**src/rtl/fetch_addr_sequencer_pkg.sv**
```systemverilog
// Shared CPU constants and types for the fetch/address path.
// Bus widths, FSM states and the registered bus bundle.
package fetch_addr_sequencer_pkg;

  localparam int ADDR_W        = 13;
  localparam int DATA_W        = 8;
  localparam int OPC_W         = 3;
  localparam int ROM_SPACE_MSB = 12;

  typedef enum logic [1:0] {
    IDLE     = 2'd0,
    FETCH_HI = 2'd1,
    FETCH_LO = 2'd2,
    OPER     = 2'd3
  } fas_state_e;

  typedef struct packed {
    logic [ADDR_W-1:0] addr;
    logic              rd;
    logic              wr;
  } bus_t;

endpackage

```
**src/rtl/fetch_addr_sequencer_pc_counter.sv**
```systemverilog
// 12-bit wrapping program counter, kept inside ROM space.
// Load beats inc2, which beats inc1.
module pc_counter
  import fetch_addr_sequencer_pkg::*;
#(
  parameter logic [ADDR_W-1:0] PC_RESET = '0
) (
  input  logic                     clk,
  input  logic                     rst_n,
  input  logic                     load,
  input  logic [ROM_SPACE_MSB-1:0] load_val,
  input  logic                     inc1,
  input  logic                     inc2,
  output logic [ADDR_W-1:0]        pc_nxt,
  output logic [ADDR_W-1:0]        pc
);

  localparam int CW = ROM_SPACE_MSB;

  logic [CW-1:0] cnt_q;
  logic [CW-1:0] cnt_d;

  // Next count with natural 12-bit wrap.
  always_comb begin
    cnt_d = cnt_q;
    if (load) begin
      cnt_d = load_val;
    end else if (inc2) begin
      cnt_d = cnt_q + CW'(2);
    end else if (inc1) begin
      cnt_d = cnt_q + CW'(1);
    end
  end

  // Count register.
  always_ff @(posedge clk or negedge rst_n) begin
    if (!rst_n) begin
      cnt_q <= PC_RESET[CW-1:0];
    end else begin
      cnt_q <= cnt_d;
    end
  end

  assign pc     = {1'b0, cnt_q};
  assign pc_nxt = {1'b0, cnt_d};

endmodule

```
**src/rtl/fetch_addr_sequencer.sv**
```systemverilog
// Fetch/operand address sequencer: PC, two-byte fetch,
// operand access strobes and controller handshakes.
module fetch_addr_sequencer
  import fetch_addr_sequencer_pkg::*;
#(
  parameter logic [ADDR_W-1:0] PC_RESET = 13'h0000
) (
  input  logic              clk,
  input  logic              rst_n,
  input  logic              fetch_req,
  input  logic              oper_req,
  input  logic              oper_wr,
  input  logic              jump,
  input  logic              skip,
  input  logic [DATA_W-1:0] data_in,
  input  logic              mem_valid,
  output logic [ADDR_W-1:0] addr,
  output logic              rd,
  output logic              wr,
  output logic              busy,
  output logic              ir_valid,
  output logic              done,
  output logic [OPC_W-1:0]  opcode,
  output logic [ADDR_W-1:0] ir_addr,
  output logic [ADDR_W-1:0] pc
);

  localparam int HI_W = ADDR_W - DATA_W;

  fas_state_e state_q;
  fas_state_e state_d;
  bus_t       bus_q;
  bus_t       bus_d;

  logic [OPC_W-1:0]  opcode_q;
  logic [ADDR_W-1:0] ir_addr_q;
  logic [ADDR_W-1:0] pc_nxt;
  logic              oper_wr_q;
  logic              opw_d;
  logic              ir_valid_q;
  logic              done_q;

  logic pc_load;
  logic pc_inc1;
  logic pc_inc2;
  logic hi_we;
  logic lo_we;
  logic opw_we;
  logic is_fetch;
  logic is_oper;

  pc_counter #(
    .PC_RESET (PC_RESET)
  ) u_pc (
    .clk      (clk),
    .rst_n    (rst_n),
    .load     (pc_load),
    .load_val (ir_addr_q[ROM_SPACE_MSB-1:0]),
    .inc1     (pc_inc1),
    .inc2     (pc_inc2),
    .pc_nxt   (pc_nxt),
    .pc       (pc)
  );

  // Next state, PC control and IR write enables.
  always_comb begin
    state_d = state_q;
    pc_load = 1'b0;
    pc_inc1 = 1'b0;
    pc_inc2 = 1'b0;
    hi_we   = 1'b0;
    lo_we   = 1'b0;
    opw_we  = 1'b0;
    unique case (state_q)
      IDLE: begin
        pc_load = jump;
        pc_inc2 = skip & ~jump;
        if (oper_req) begin
          state_d = OPER;
          opw_we  = 1'b1;
        end else if (fetch_req) begin
          state_d = FETCH_HI;
        end
      end
      FETCH_HI: begin
        if (mem_valid) begin
          hi_we   = 1'b1;
          pc_inc1 = 1'b1;
          state_d = FETCH_LO;
        end
      end
      FETCH_LO: begin
        if (mem_valid) begin
          lo_we   = 1'b1;
          pc_inc1 = 1'b1;
          state_d = IDLE;
        end
      end
      OPER: begin
        if (mem_valid) begin
          state_d = IDLE;
        end
      end
      default: state_d = IDLE;
    endcase
  end

  // Bus value for the cycle after this edge.
  always_comb begin
    is_fetch = (state_d == FETCH_HI) || (state_d == FETCH_LO);
    is_oper  = (state_d == OPER);
    opw_d    = opw_we ? oper_wr : oper_wr_q;
    bus_d    = '{addr: pc_nxt, rd: 1'b0, wr: 1'b0};
    unique case (1'b1)
      is_fetch: bus_d.rd = 1'b1;
      is_oper: begin
        bus_d.addr = ir_addr_q;
        bus_d.rd   = ~opw_d;
        bus_d.wr   = opw_d;
      end
      default: ;
    endcase
  end

  // FSM state, bus and handshake pulses.
  always_ff @(posedge clk or negedge rst_n) begin
    if (!rst_n) begin
      state_q    <= IDLE;
      bus_q      <= '{addr: PC_RESET, rd: 1'b0, wr: 1'b0};
      ir_valid_q <= 1'b0;
      done_q     <= 1'b0;
      oper_wr_q  <= 1'b0;
    end else begin
      state_q    <= state_d;
      bus_q      <= bus_d;
      ir_valid_q <= lo_we;
      done_q     <= (state_q == OPER) & mem_valid;
      if (opw_we) begin
        oper_wr_q <= oper_wr;
      end
    end
  end

  // Instruction register, written a byte at a time.
  always_ff @(posedge clk or negedge rst_n) begin
    if (!rst_n) begin
      opcode_q  <= '0;
      ir_addr_q <= '0;
    end else begin
      if (hi_we) begin
        opcode_q <= data_in[DATA_W-1 -: OPC_W];
        ir_addr_q[ADDR_W-1:DATA_W] <= data_in[HI_W-1:0];
      end
      if (lo_we) begin
        ir_addr_q[DATA_W-1:0] <= data_in;
      end
    end
  end

  assign addr     = bus_q.addr;
  assign rd       = bus_q.rd;
  assign wr       = bus_q.wr;
  assign busy     = (state_q != IDLE);
  assign ir_valid = ir_valid_q;
  assign done     = done_q;
  assign opcode   = opcode_q;
  assign ir_addr  = ir_addr_q;

endmodule

```
**config.mk**
```make
export PLATFORM = sky130hd
export DESIGN_NAME = fetch_addr_sequencer
export DESIGN_NICKNAME = d
export VERILOG_FILES = /design/src/rtl/fetch_addr_sequencer_pkg.sv /design/src/rtl/fetch_addr_sequencer_pc_counter.sv /design/src/rtl/fetch_addr_sequencer.sv
export SDC_FILE = /design/constraint.sdc
export NUM_CORES = 1
export LEC_CHECK = 0
export ABC_AREA = 0
export CORE_MARGIN = 2
export CORE_UTILIZATION = 43
export CTS_BUF_LIST = sky130_fd_sc_hd__clkbuf_16
export DETAILED_ROUTE_END_ITERATION = 8
export GPL_TIMING_DRIVEN = 0
export HOLD_SLACK_MARGIN = 0.1
export PLACE_DENSITY = 0.72
export SLEW_MARGIN = 0
export SYNTH_ARGS = -nofsm -noshare
export SYNTH_HDL_FRONTEND = slang
export SYNTH_SLANG_ARGS = --single-unit
```
**constraint.sdc**
```tcl
create_clock -name clk -period 2.2 [get_ports clk]
set_clock_uncertainty 0.1 [all_clocks]
set_input_delay 0.44 -clock clk [delete_from_list [all_inputs] [get_ports clk]]
set_output_delay 0.44 -clock clk [all_outputs]
set_load 0.005 [all_outputs]
```
==> results of run 1 <==
[power by group]
group	switching, mW	total [mW]	internal, mW
logic	1.35	3.15	1.80
clock network	0.332	0.751	0.420
registers	0.400	1.72	1.32
[kinds of logic after synthesis]
group                    count (synthesis)  synth area share (%)
other                                    1                 0.162
adder cells (fa/ha/maj)                  9                  4.85
AND/OR/NAND/NOR                         71                  15.0
XOR/XNOR                                 6                  2.26
AO/OA/AOI/OAI                           40                  10.9
buffers and inverters                   19                  3.67
multiplexers                            23                  11.3
flip-flops                              48                  51.8
[path summary, 6_finish.rpt]
kind | to | depth (start not counted)
max | addr[10] | 12
min | addr[12] | 1
min in group asynchronous | state_q[0] | 2
max reg2reg | addr[10] | 12
min reg2reg | addr[12] | 1
max in group asynchronous | ir_addr[3] | 3
[metal layers]
metal | up-vias | wire length, µm
met1 | 954 | 2580
met3 | 10 | 367
li1 | 924 | -
met4 | 0 | 82
met5 | - | 0
met2 | 76 | 2870
[worst max-delay path: cells and delay by family, from the launching register on]
family | cells | cell delay (ns)
compound gates | 3 | 0.68
fa+ha+maj | 2 | 0.36
buf+inv | 3 | 0.32
flops | 1 | 0.44
mux | 1 | 0.07
simple gates | 3 | 0.37
[cell usage in the layout, fill, tap and decap left out, types with 6 or more instances in the layout]
master and count:
buf_4 12, nor2_1 14, o21ai_1 6, inv_1 6
dfrtp_1 46, clkdlybuf4s50_1 59, a21oi_1 7, and2_1 6
mux2_2 16, nand2_1 21, mux2i_1 6
[sequential cells by signal, summed over array words and instances (netlist names)]
register / count
ir_valid: 1
state_q: 2
wr: 1
oper_wr_q: 1
u_pc.cnt_q: 12
rd: 1
opcode: 3
addr: 13
ir_addr: 13
done: 1
[cell type report]
| type | count | share of cell area (%) |
|---|---|---|
| tap | 70 | 2.54 |
| sequential | 48 | 34.9 |
| buffer | 9 | 1.67 |
| timing repair buffer | 78 | 22.3 |
| multi-input combinational | 150 | 33.6 |
| clock inverter | 3 | 0.507 |
| inverter | 8 | 0.942 |
| clock buffer | 5 | 3.62 |
[stage by stage]
step | util, % | setup slack, ns | total power [mW]
detailed placement | 59.2 | -0.474 | 4.24
finish | 66.8 | -0.199 | 5.62
global placement | 58.9 | -0.784 | 4.17
global route | 66.8 | -0.287 | 6.01
CTS | 65.6 | -0.188 | 5.43
floorplan | - | -0.0422 | 3.00
[what timing repair did]
item                                   in CTS  in global routing
hold buffers                                1                  0
endpoints found under the hold margin      17                  0
setup endpoints to repair                  13                 18
gates cloned                                1                  0
pin swaps                                   9                  5
gates resized for setup                    27                 14
buffers inserted                           11                  4
==> results.yml, run 1 <==
clock_network:
  clkTransAtPathRegs_ns: 0.07
  insertion_delay_ns: 0.29
  clock_tree.buffer_depth: 2
  cts_tree: "built"
  numCtsBuffers: 5
  root_buffer: "clkbuf_16"
  cts.sinks: 48
  htree_levels: 2
route:
  finalWirelength_mm: 5.90
  vias: 1964
  first_iter_violations: 121
  antenna_left: 0
  drcViolationCount: 0
  post_drt_wl_per_cell_um: 15.9
  drtPass1Iterations: 4
  routed_via_density: 5.29
critical_path:
  critPathKind: "flip-flop to flip-flop"
  critical-path-max-stage-delay_ns: 0.44
  end_kind: "flip-flop"
  crit_top_cell: "ha_4"
  cp-start-kind: "flip-flop"
  worstPathArrival_ns: 2.52
  crit_chain: "inv_4 -> ha_4 -> nor3_4 -> o31ai_2 -> a221o_1 -> ha_4 -> a21o_4 -> buf_8 -> buf_6 -> nor2_4 -> mux2i_1 -> nand3_1"
  ff2ff_setup_slack_ns: -0.20
  timing.rr.start: "state_q[1]"
  slowest_stage: "dfrtp_2"
  cp_max_fo: 6
  startpoint: "state_q[1]"
  worstPathRequired_ns: 2.33
timing:
  rsz0062_at_grt: "true"
  max_freq_mhz: 417
  hold_viol: 0
  hold_slack_ns: 0.406
  tns_ns: -1.82
  setup_viol: 14
  final-max-slew-violation-count: 0
  fin_crit_ns: 2.40
  postLayoutSetupSlackWorst_ns: -0.199
  period_share_pct: 109
power:
  power.density_nw_per_um2: 1630
  peakVddDrop_uv: 858
  leakage_nw: 1.46
synthesis:
  synth.area.top_cells: "dfrtp_1, mux2_2, ha_1"
  synth_ff_type: "dfrtp_1"
  yosys-top-cells-count: "dfrtp_1, nand2_1, mux2_2"
  synth_area_per_cell_um2: 10.7
  synthCells: 217
  synth_top_area_share_pct: 51.8
  synth_most_common_cell: "dfrtp_1"
  synth_edf_count: 0
  ys_seq_area_share_pct: 51.8
  yosysUniqueCellTypes: 43
  synth_top_area_cell: "dfrtp_1"
  syn_nets: 242
  synth_area_um2: 2320
  synth_warnings: 0
  ys_async_sr_fraction_pct: 100
  ys_ff_latch: 48
global_routing:
  grt_first_pass_wirelength_mm: 9.38
  top_usage_layer: "met2"
  grt_start_max_net_pins: 32
  use_met2_pct: 32.4
  track_usage_pct: 20.2
  antenna_found_initial: 0
  grt_overflow_total: 0
  grt_use_met1_pct: 26.4
  use_met3_pct: 6.16
  grt_pass1_vias: 1880
finish:
  fillers: 382
  syn_to_final_growth_pct: 48.8
  multi_input_area_um2: 1160
  layout-drive-gt1-share_pct: 24.6
  final_cells: 371
  final_nets: 325
  antenna_cells: 0
  fin_area_um2: 3450
  seqCellArea_um2: 1200
die:
  die_x_um: 77.5
  dieArea_um2: 6000
  die-height_um: 77.5
  row_count: 26
  io_pins: 63
  initial_core_util_pct: 44.9
  core-area_um2: 5170
placement:
  io_buffer_count: 60
  place_congestion: 0.860
  post-place-cells: 348
  dpl_cell_area_um2: 3060
  hpwl_mm: 3.96
run:
  cap_violations: 0
hold_path:
  hold_start: "ir_addr[12]"
  hold_path.class: "flip-flop to flip-flop"
status:
  outcome: "finished, violations left"
  violations: "negative setup slack"
No activity file was read; power rests on OpenSTA's default activity.
==> inputs of run 2 (changes only) <==
- CORE_MARGIN: 2 -> 5
==> results.yml, run 2 (synthesized netlist as in run 1, its figures left out) <==
status:
  outcome: "finished, violations left"
  violations: "negative setup slack"
clock_network:
  clkTransAtPathRegs_ns: 0.06
  cts_tree: "built"
  numCtsBuffers: 5
  root_buffer: "clkbuf_16"
  insertion_delay_ns: 0.29
  htree_levels: 2
  cts.sinks: 48
  clock_tree.buffer_depth: 2
critical_path:
  cp-endpoint: "addr[4]"
  cp-start-kind: "flip-flop"
  startpoint: "state_q[1]"
  crit_chain: "inv_2 -> ha_4 -> nor3_4 -> o31ai_1 -> a221o_1 -> ha_4 -> a21o_4 -> clkbuf_8 -> a211o_1"
  critical-path-max-stage-delay_ns: 0.42
  slowest_stage: "dfrtp_2"
  timing.rr.start: "state_q[1]"
  crit_top_cell: "ha_4"
  r2r-end: "addr[4]"
  worstPathArrival_ns: 2.48
  ff2ff_setup_slack_ns: -0.22
  critPathKind: "flip-flop to flip-flop"
  rr_worst_depth: 9
  worstPathRequired_ns: 2.27
  end_kind: "flip-flop"
  cp_max_fo: 5
route:
  drcViolationCount: 0
  antenna_left: 0
  finalWirelength_mm: 5.85
  routed_via_density: 5.22
  post_drt_wl_per_cell_um: 16.2
  vias: 1878
  drtPass1Iterations: 4
  first_iter_violations: 67
finish:
  final_nets: 314
  final_cells: 360
  final_common_cell: "clkdlybuf4s50_1"
  seqCellArea_um2: 1200
  multi_input_area_um2: 1120
  fillers: 397
  layout-drive-gt1-share_pct: 17.9
  antenna_cells: 0
  syn_to_final_growth_pct: 43.5
  fin_area_um2: 3330
  most-common-layout-cells: "clkdlybuf4s50_1, dfrtp_1, nand2_1"
die:
  die-height_um: 83.5
  die_x_um: 83.5
  dieArea_um2: 6970
  row_count: 26
  initial_core_util_pct: 44.9
  core-area_um2: 5170
  io_pins: 63
placement:
  io_buffer_count: 60
  dpl_cell_area_um2: 3060
  hpwl_mm: 4.22
  place_congestion: 0.904
  post-place-cells: 348
  post-place-ws_ns: -0.545
power:
  clkPwrFrac_pct: 15.8
  switchingPower_mw: 1.93
  internal_power_mw: 3.41
  leakage_nw: 1.40
  pwr-share-seq_pct: 32.1
  comb_power_share_pct: 52.1
  switching_share_pct: 36.1
  peakVddDrop_uv: 921
  power.density_nw_per_um2: 1600
global_routing:
  grt_overflow_total: 0
  grt_start_max_net_pins: 31
  grt_first_pass_wirelength_mm: 9.84
  track_usage_pct: 17.5
  antenna_found_initial: 0
  grt_pass1_vias: 1991
hold_path:
  hold_path.class: "flip-flop to flip-flop"
timing:
  fin_crit_ns: 2.42
  period_share_pct: 110
  postLayoutSetupSlackWorst_ns: -0.215
  hold_slack_ns: 0.407
  max_freq_mhz: 414
  hold_viol: 0
  setup_viol: 11
  rsz0062_at_grt: "true"
  final-max-slew-violation-count: 0
run:
  cap_violations: 0
[run 2: routing by layer]
layer / share of wire [%] / track usage, % / vias to the layer above
li1: - / - / 908
met1: 43 / 21.4 / 915
met2: 50 / 29.9 / 49
met3: 5.9 / 4.94 / 6
met4: 1.0 / 5.70 / 0
met5: 0 / 0 / -
[run 2: worst min-delay path by stage]
stage	start	end	slack, ns	cells after the start
6_report	opcode[2]	opcode[2]	0.41	1
5_1_grt	opcode[2]	opcode[2]	0.44	1
4_1_cts	opcode[2]	opcode[2]	0.41	1
3_5_place_dp	rst_n	state_q[0]	0.31	1
3_3_place_gp	opcode[2]	opcode[2]	0.39	1
2_1_floorplan	rst_n	addr[0]	0.04	0
[run 2: power by group through the flow]
stage	sequential [mW]	combinational (mW)	clock, mW
after global placement	1.69	2.50	0
after CTS	1.71	2.76	0.859
final	1.71	2.78	0.843
after floorplan	1.65	1.35	0
after global routing	1.78	3.05	0.902
after detailed placement	1.71	2.56	0
[run 2: repair_timing]
item | 4_1_cts | 5_1_grt
resized for setup | 14 | 5
cloned | 1 | 0
endpoints found under the setup margin | 13 | 15
hold endpoints to repair | 18 | 0
pin swaps | 2 | 4
hold buffers | 1 | 0
buffers inserted | 2 | 0
[run 2: worst max-delay path: cells and delay by family, from the launching register on]
| kind | cells | cell delay, ns |
|---|---|---|
| simple gates | 1 | 0.17 |
| buf+inv | 2 | 0.24 |
| flops | 1 | 0.42 |
| compound gates | 4 | 0.99 |
| fa+ha+maj | 2 | 0.38 |
[run 2: through the flow]
| stage | setup TNS, ns | power [mW] | util [%] |
|---|---|---|---|
| 3_5_place_dp | -5.30 | 4.27 | 59.2 |
| 3_3_place_gp | -44.08 | 4.19 | 58.9 |
| 5_1_grt | -2.76 | 5.73 | 64.4 |
| 2_1_floorplan | -0.0825 | 3.00 | - |
| 4_1_cts | -0.973 | 5.33 | 64.0 |
| 6_report | -1.32 | 5.33 | 64.4 |
[run 2: final cells by class]
class | instances | area share (%)
Clock inverter | 3 | 1.16
Sequential cell | 48 | 36.1
Clock buffer | 5 | 3.76
Timing Repair Buffer | 65 | 19.4
Tap cell | 70 | 2.63
Inverter | 8 | 0.902
Buffer | 11 | 2.44
Multi-Input combinational cell | 150 | 33.5
